## config.mk

```make
export PLATFORM = sky130hd
export DESIGN_NAME = fetch_stage
export DESIGN_NICKNAME = d
export VERILOG_FILES = /design/src/rtl/fetch_stage.sv
export SDC_FILE = /design/constraint.sdc
export NUM_CORES = 1
export LEC_CHECK = 0
export CORE_AREA = 3 3 154 156
export CTS_CLUSTER_SIZE = 14
export DETAILED_ROUTE_END_ITERATION = 8
export DIE_AREA = 0 0 157 159
export PLACE_DENSITY_LB_ADDON = 0.08
export SETUP_SLACK_MARGIN = 0.5
export SKIP_LAST_GASP = 1
export SYNTH_ARGS = -nofsm -noshare
export SYNTH_HDL_FRONTEND = slang
export SYNTH_SLANG_ARGS = --single-unit
```

## constraint.sdc

```tcl
create_clock -name clk -period 8.3 [get_ports clk]
set_input_delay 1.66 -clock clk [delete_from_list [all_inputs] [get_ports clk]]
set_output_delay 1.66 -clock clk [all_outputs]
set_load 0.05 [all_outputs]
```

## src/rtl/fetch_stage.sv

```systemverilog
// Instruction fetch stage: issues word-address fetches, tracks outstanding
// requests, buffers in-order responses and feeds the IF/ID register.
// Redirects flush the buffer and discard responses still in flight.
module fetch_stage #(
    parameter logic [31:0] RESET_PC = 32'h0000_0000,
    parameter int          DEPTH    = 2
) (
    input  logic        clk,
    input  logic        reset,
    output logic        imem_req_valid,
    input  logic        imem_req_ready,
    output logic [31:0] imem_req_addr,
    input  logic        imem_rsp_valid,
    input  logic [31:0] imem_rsp_data,
    input  logic        StallD,
    input  logic        PCSrcE,
    input  logic [31:0] PCTargetE,
    output logic        ValidD,
    output logic [31:0] InstrD,
    output logic [31:0] PCD,
    output logic [31:0] PCPlus4D
);

    localparam int CW = $clog2(DEPTH + 1);
    localparam int PW = (DEPTH > 1) ? $clog2(DEPTH) : 1;

    typedef logic [CW-1:0] cnt_t;
    typedef logic [CW:0]   sum_t;
    typedef logic [PW-1:0] ptr_t;

    typedef struct packed {
        logic [31:0] instr;
        logic [31:0] pc;
    } entry_t;

    localparam sum_t DEPTH_S = sum_t'(DEPTH);
    localparam ptr_t LAST    = ptr_t'(DEPTH - 1);
    localparam logic [31:0] NOP = 32'h0000_0013;

    logic [31:0] pcF;
    logic [31:0] rspPC;
    entry_t      fifoMem [DEPTH];
    ptr_t        rdPtr, wrPtr;
    cnt_t        bufCount;
    cnt_t        outstanding;
    cnt_t        dropCnt;
    cnt_t        outNext;

    logic reqFire, rspFire, rspDrop, push, pop;
    entry_t head;

    function automatic ptr_t ptrInc(input ptr_t p);
        return (p == LAST) ? '0 : p + ptr_t'(1);
    endfunction

    // Request gating depends only on registered state; every accepted
    // request is guaranteed a buffer slot for its response.
    always_comb begin
        imem_req_valid = !reset &&
                         ((sum_t'(outstanding) + sum_t'(bufCount)) < DEPTH_S);
        imem_req_addr  = pcF;
        reqFire        = imem_req_valid && imem_req_ready;
        // Responses with nothing outstanding belong to pre-reset requests.
        rspFire        = imem_rsp_valid && (outstanding != '0);
        rspDrop        = rspFire && (PCSrcE || (dropCnt != '0));
        push           = rspFire && !rspDrop;
        pop            = !PCSrcE && !StallD && (bufCount != '0);
        outNext        = outstanding + cnt_t'(reqFire) - cnt_t'(rspFire);
        head           = fifoMem[rdPtr];
    end

    // PC, response PC, FIFO pointers and in-flight/drop bookkeeping.
    always_ff @(posedge clk or posedge reset) begin
        if (reset) begin
            pcF         <= RESET_PC;
            rspPC       <= RESET_PC;
            rdPtr       <= '0;
            wrPtr       <= '0;
            bufCount    <= '0;
            outstanding <= '0;
            dropCnt     <= '0;
        end else begin
            outstanding <= outNext;
            if (PCSrcE) begin
                // Anything still in flight after this edge is stale.
                pcF      <= PCTargetE;
                rspPC    <= PCTargetE;
                rdPtr    <= '0;
                wrPtr    <= '0;
                bufCount <= '0;
                dropCnt  <= outNext;
            end else begin
                if (reqFire) pcF <= pcF + 32'd1;
                if (rspDrop) dropCnt <= dropCnt - cnt_t'(1);
                if (push) begin
                    wrPtr <= ptrInc(wrPtr);
                    rspPC <= rspPC + 32'd1;
                end
                if (pop) rdPtr <= ptrInc(rdPtr);
                bufCount <= bufCount + cnt_t'(push) - cnt_t'(pop);
            end
        end
    end

    // FIFO storage: data only, no reset needed since bufCount guards reads.
    always_ff @(posedge clk) begin
        if (push) fifoMem[wrPtr] <= '{instr: imem_rsp_data, pc: rspPC};
    end

    // IF/ID register: redirect beats stall; empty buffer bubbles Decode.
    always_ff @(posedge clk or posedge reset) begin
        if (reset) begin
            ValidD   <= 1'b0;
            InstrD   <= NOP;
            PCD      <= 32'h0;
            PCPlus4D <= 32'h0;
        end else if (PCSrcE) begin
            ValidD <= 1'b0;
        end else if (!StallD) begin
            if (bufCount != '0) begin
                ValidD   <= 1'b1;
                InstrD   <= head.instr;
                PCD      <= head.pc;
                PCPlus4D <= head.pc + 32'd1;
            end else begin
                ValidD <= 1'b0;
            end
        end
    end

endmodule
```

==> impl_summary.txt <==
----------------------------------------------------
[Status]
  Status ... finished clean

[Drt]
  Number of remaining DRC errors ... 0
  Sum of routed wire length over all layers ... 28.00 mm
  Number of vias per cell after detailed routing ... 5.659
  Average wire length per cell after detail routing ... 18.06 um
  Via total after detailed routing ... 8772
  Antenna-violating nets left ... 0
  Detailed-router iteration count before antenna repair ... 5
  Starting DRC count in detailed routing ... 610

[Synth]
  Yosys warns ... 0
  Asr flop ratio synth ... 56.90%
  EDFF count, synth ... 128
  Total nets after synthesis ... 1128
  Portion of the post-synthesis area used by sequential elements ... 62.24%
  Cell Area, Synth ... 0.01298 mm2
  Post-Syn Instances ... 1049
  Top flip-flop cell by instance count after synthesis ... dfrtp_1
  Flip-flop and latch count after synthesis ... 297
  Synthesized area per cell ... 12.37 um2
  Number of library cell types mapped by synthesis ... 63

[Clock tree]
  CTS H-Tree Depth ... 1
  Post-CTS setup-driven buffer insertion count ... 0
  Clock Sinks ... 297
  Clock insertion delay at the later pin of the skew report ... 560 ps
  CTS tree ... yes
  Number of gates resized after CTS ... 0
  Clock transition at path regs ... 60 ps
  Max Root-Sink Buffers ... 3
  CTS Buf Count ... 30
  CTS Root Cell ... clkbuf_16
  Post-CTS Hold Fix Bufs ... 0

[Timing]
  Headroom to the max-slew limit ... 28.29%
  Shortest period the worst path allows ... 4867 ps
  Setup Viol. Count Final ... 0
  Count of pins over their slew limit ... 0
  Total Negative Setup Slacks ... 0 ps
  Largest clock skew in the final design ... 16.13 ps
  Min setup slack post-route ... 3433 ps
  Fraction of the cycle the final worst path needs ... 58.64%
  Slew at the pin with the worst max-slew slack ... 1076 ps
  Fmax ... 205.5 MHz
  Final count of hold timing violations ... 0
  RSZ-0062 raised after global routing ... no

[Setup path]
  Signal arrival time at the worst endpoint ... 3210 ps
  Crit path capture type ... output port
  Data required time at the worst endpoint ... 6640 ps
  Ordered list of cells on the worst path ... clkdlybuf4s50_1, nor3_1, clkdlybuf4s50_1
  Sort of element at the start of the critical path ... primary input
  Max FO, Critical Path ... 3
  CP max stage cell ... clkdlybuf4s50_1
  Setup slack of the worst register-to-register path ... 4790 ps
  Crit path kind ... in2out
  Most prevalent standard cell on the critical path ... clkdlybuf4s50_1
  Slowest stage delay, CP ... 830 ps

[Die]
  Die ar. ... 0.02496 mm2
  Ports ... 200
  Standard-cell row count ... 55
  Width of the die ... 157 um
  Initial Utilization ... 57.66%
  Area of the core region ... 0.02250 mm2
  Vertical die dimension ... 159 um

[Finish]
  Area grow syn2layout ... 24.12%
  Inserted Diodes ... 0
  Share of cells above drive strength 1 ... 9.644%
  Number of fillers in the final layout ... 1642
  Nets ... 1320
  Final standard cell utilization of the core ... 71.58%

[Power]
  Cell area power density ... 333.0 mW/mm2
  Maximum VDD drop ... 0.0001907 V
  Leak Pwr ... 0.006060 uW

[Placed design]
  Quantity of I/O buffers inserted on ports ... 199
  Placer's final routability congestion estimate ... 0.8089
  Post-placement setup slack ... 2939 ps
  HPWL Detailed ... 19.24 mm

[Global route]
  GRT Resource Usage Total ... 22.48%
  Number of antenna violations at the first check in global routing ... 0
  First-pass GRT wire length ... 45.50 mm
  Maximum number of pins on one net before global-route repair ... 127
  Via count of the first global-routing pass ... 8544
  GRT overflow ... 0

[Run]
  Number of violations of the max-capacitance limit ... 0

[Min path]
  Hold crit path type ... reg2reg

----------------------------------------------------
synth_stat cells, types with 8 or more instances:
library cell / count / share of area (%)
xnor2_1: 43 / 2.9
or3_1: 13 / 0.63
buf_2: 12 / 0.46
nand3b_1: 10 / 0.58
nor3_1: 10 / 0.39
mux2_2: 34 / 3.0
o21ai_0: 89 / 3.4
nand3_1: 39 / 1.5
ha_1: 8 / 0.77
nor2_1: 37 / 1.1
inv_1: 11 / 0.32
o31ai_1: 10 / 0.58
o31a_1: 9 / 0.61
edfxtp_1: 128 / 30
clkbuf_1: 27 / 0.78
nand2_1: 135 / 3.9
dfrtp_1: 166 / 32
mux2i_1: 63 / 4.9
and3_1: 11 / 0.53
a31oi_1: 11 / 0.53
a21oi_1: 17 / 0.66
nor4_1: 13 / 0.63
nand4_1: 32 / 1.5
xor2_1: 27 / 1.8
logic make-up after synthesis:
kind of cell    after synthesis  share of synthesized area, %
simple gates                340                         13.52
flops                       297                         62.24
compound gates              176                         8.639
mux                          97                         7.810
xor+xnor                     70                         4.725
buf+inv                      60                         2.141
fa+ha+maj                     9                        0.9257
final cells by class:
type | count | area [um2] | area share [%]
Timing Repair Buffer | 207 | 2052 | 12.74
Tap cell | 285 | 356.6 | 2.214
Sequential cell | 297 | 8080 | 50.17
Multi-Input combinational cell | 692 | 4644 | 28.84
Inverter | 13 | 53.80 | 0.3340
Clock buffer | 35 | 773.2 | 4.801
Clock inverter | 21 | 146.4 | 0.9089
worst max-delay path, delay by kind of cell:
family / cells / cell delay, ps
and+or+nand+nor: 1 / 180
buffers and inverters: 2 / 1360
registers in the layout (all words and copies together), names as in the netlist:
name           flops
fifoMem          128
InstrD            32
PCD               32
PCPlus4D          32
imem_req_addr     32
rspPC             32
bufCount           2
dropCnt            2
outstanding        2
ValidD             1
rdPtr              1
wrPtr              1
metal layers:
metal	wire, um	up-vias	part of all wire [%]	global-route usage, %
met5	0	-	0	0
met4	391	0	1.4	4.576
met3	2004	32	7.2	3.289
met2	12580	294	45	33.88
met1	13020	4228	46	35.25
li1	-	4218	-	-
stage by stage:
| stage | instance area, um2 | power [uW] | cells | hold slack, ps |
|---|---|---|---|---|
| after floorplan | 12980 | 3442 | 1049 | 442.1 |
| after global placement | 15190 | 4100 | 1494 | 460.8 |
| after detailed placement | 15190 | 4145 | 1494 | 469.4 |
| after CTS | 16110 | 5403 | 1550 | 482.9 |
| after global routing | 16110 | 5615 | 1550 | 500.2 |
| final | 16110 | 5363 | 1550 | 476.5 |
cells in the final DEF (no fill, tap or decap), types with 13 or more instances in the layout:
cell	instances
xnor2_1	43
o21ai_0	89
nand3_1	39
dfrtp_1	165
clkbuf_16	30
or3_1	13
nor4_1	13
a21oi_1	17
mux2i_1	63
nor2_1	35
edfxtp_1	128
clkdlybuf4s50_1	199
nand2_1	135
clkinv_2	16
nand4_1	32
mux2_2	34
xor2_1	27
power breakdown:
part           leakage, uW  internal, uW  switching, uW
Combinational      0.00237           683           1330
Clock             0.000468           699            555
Sequential         0.00322          1870            226
worst paths after layout:
path,startpoint,to,cells after the start
setup reg to reg,rdPtr,PCPlus4D[29],6
hold reg to reg,InstrD[21],InstrD[21],2
hold / removal,InstrD[21],InstrD[21],2
min in group asynchronous,reset,imem_req_addr[14],2
max in group asynchronous,reset,rdPtr,3
setup / recovery,reset,imem_req_valid,3
No activity file was read; power rests on OpenSTA's default activity.
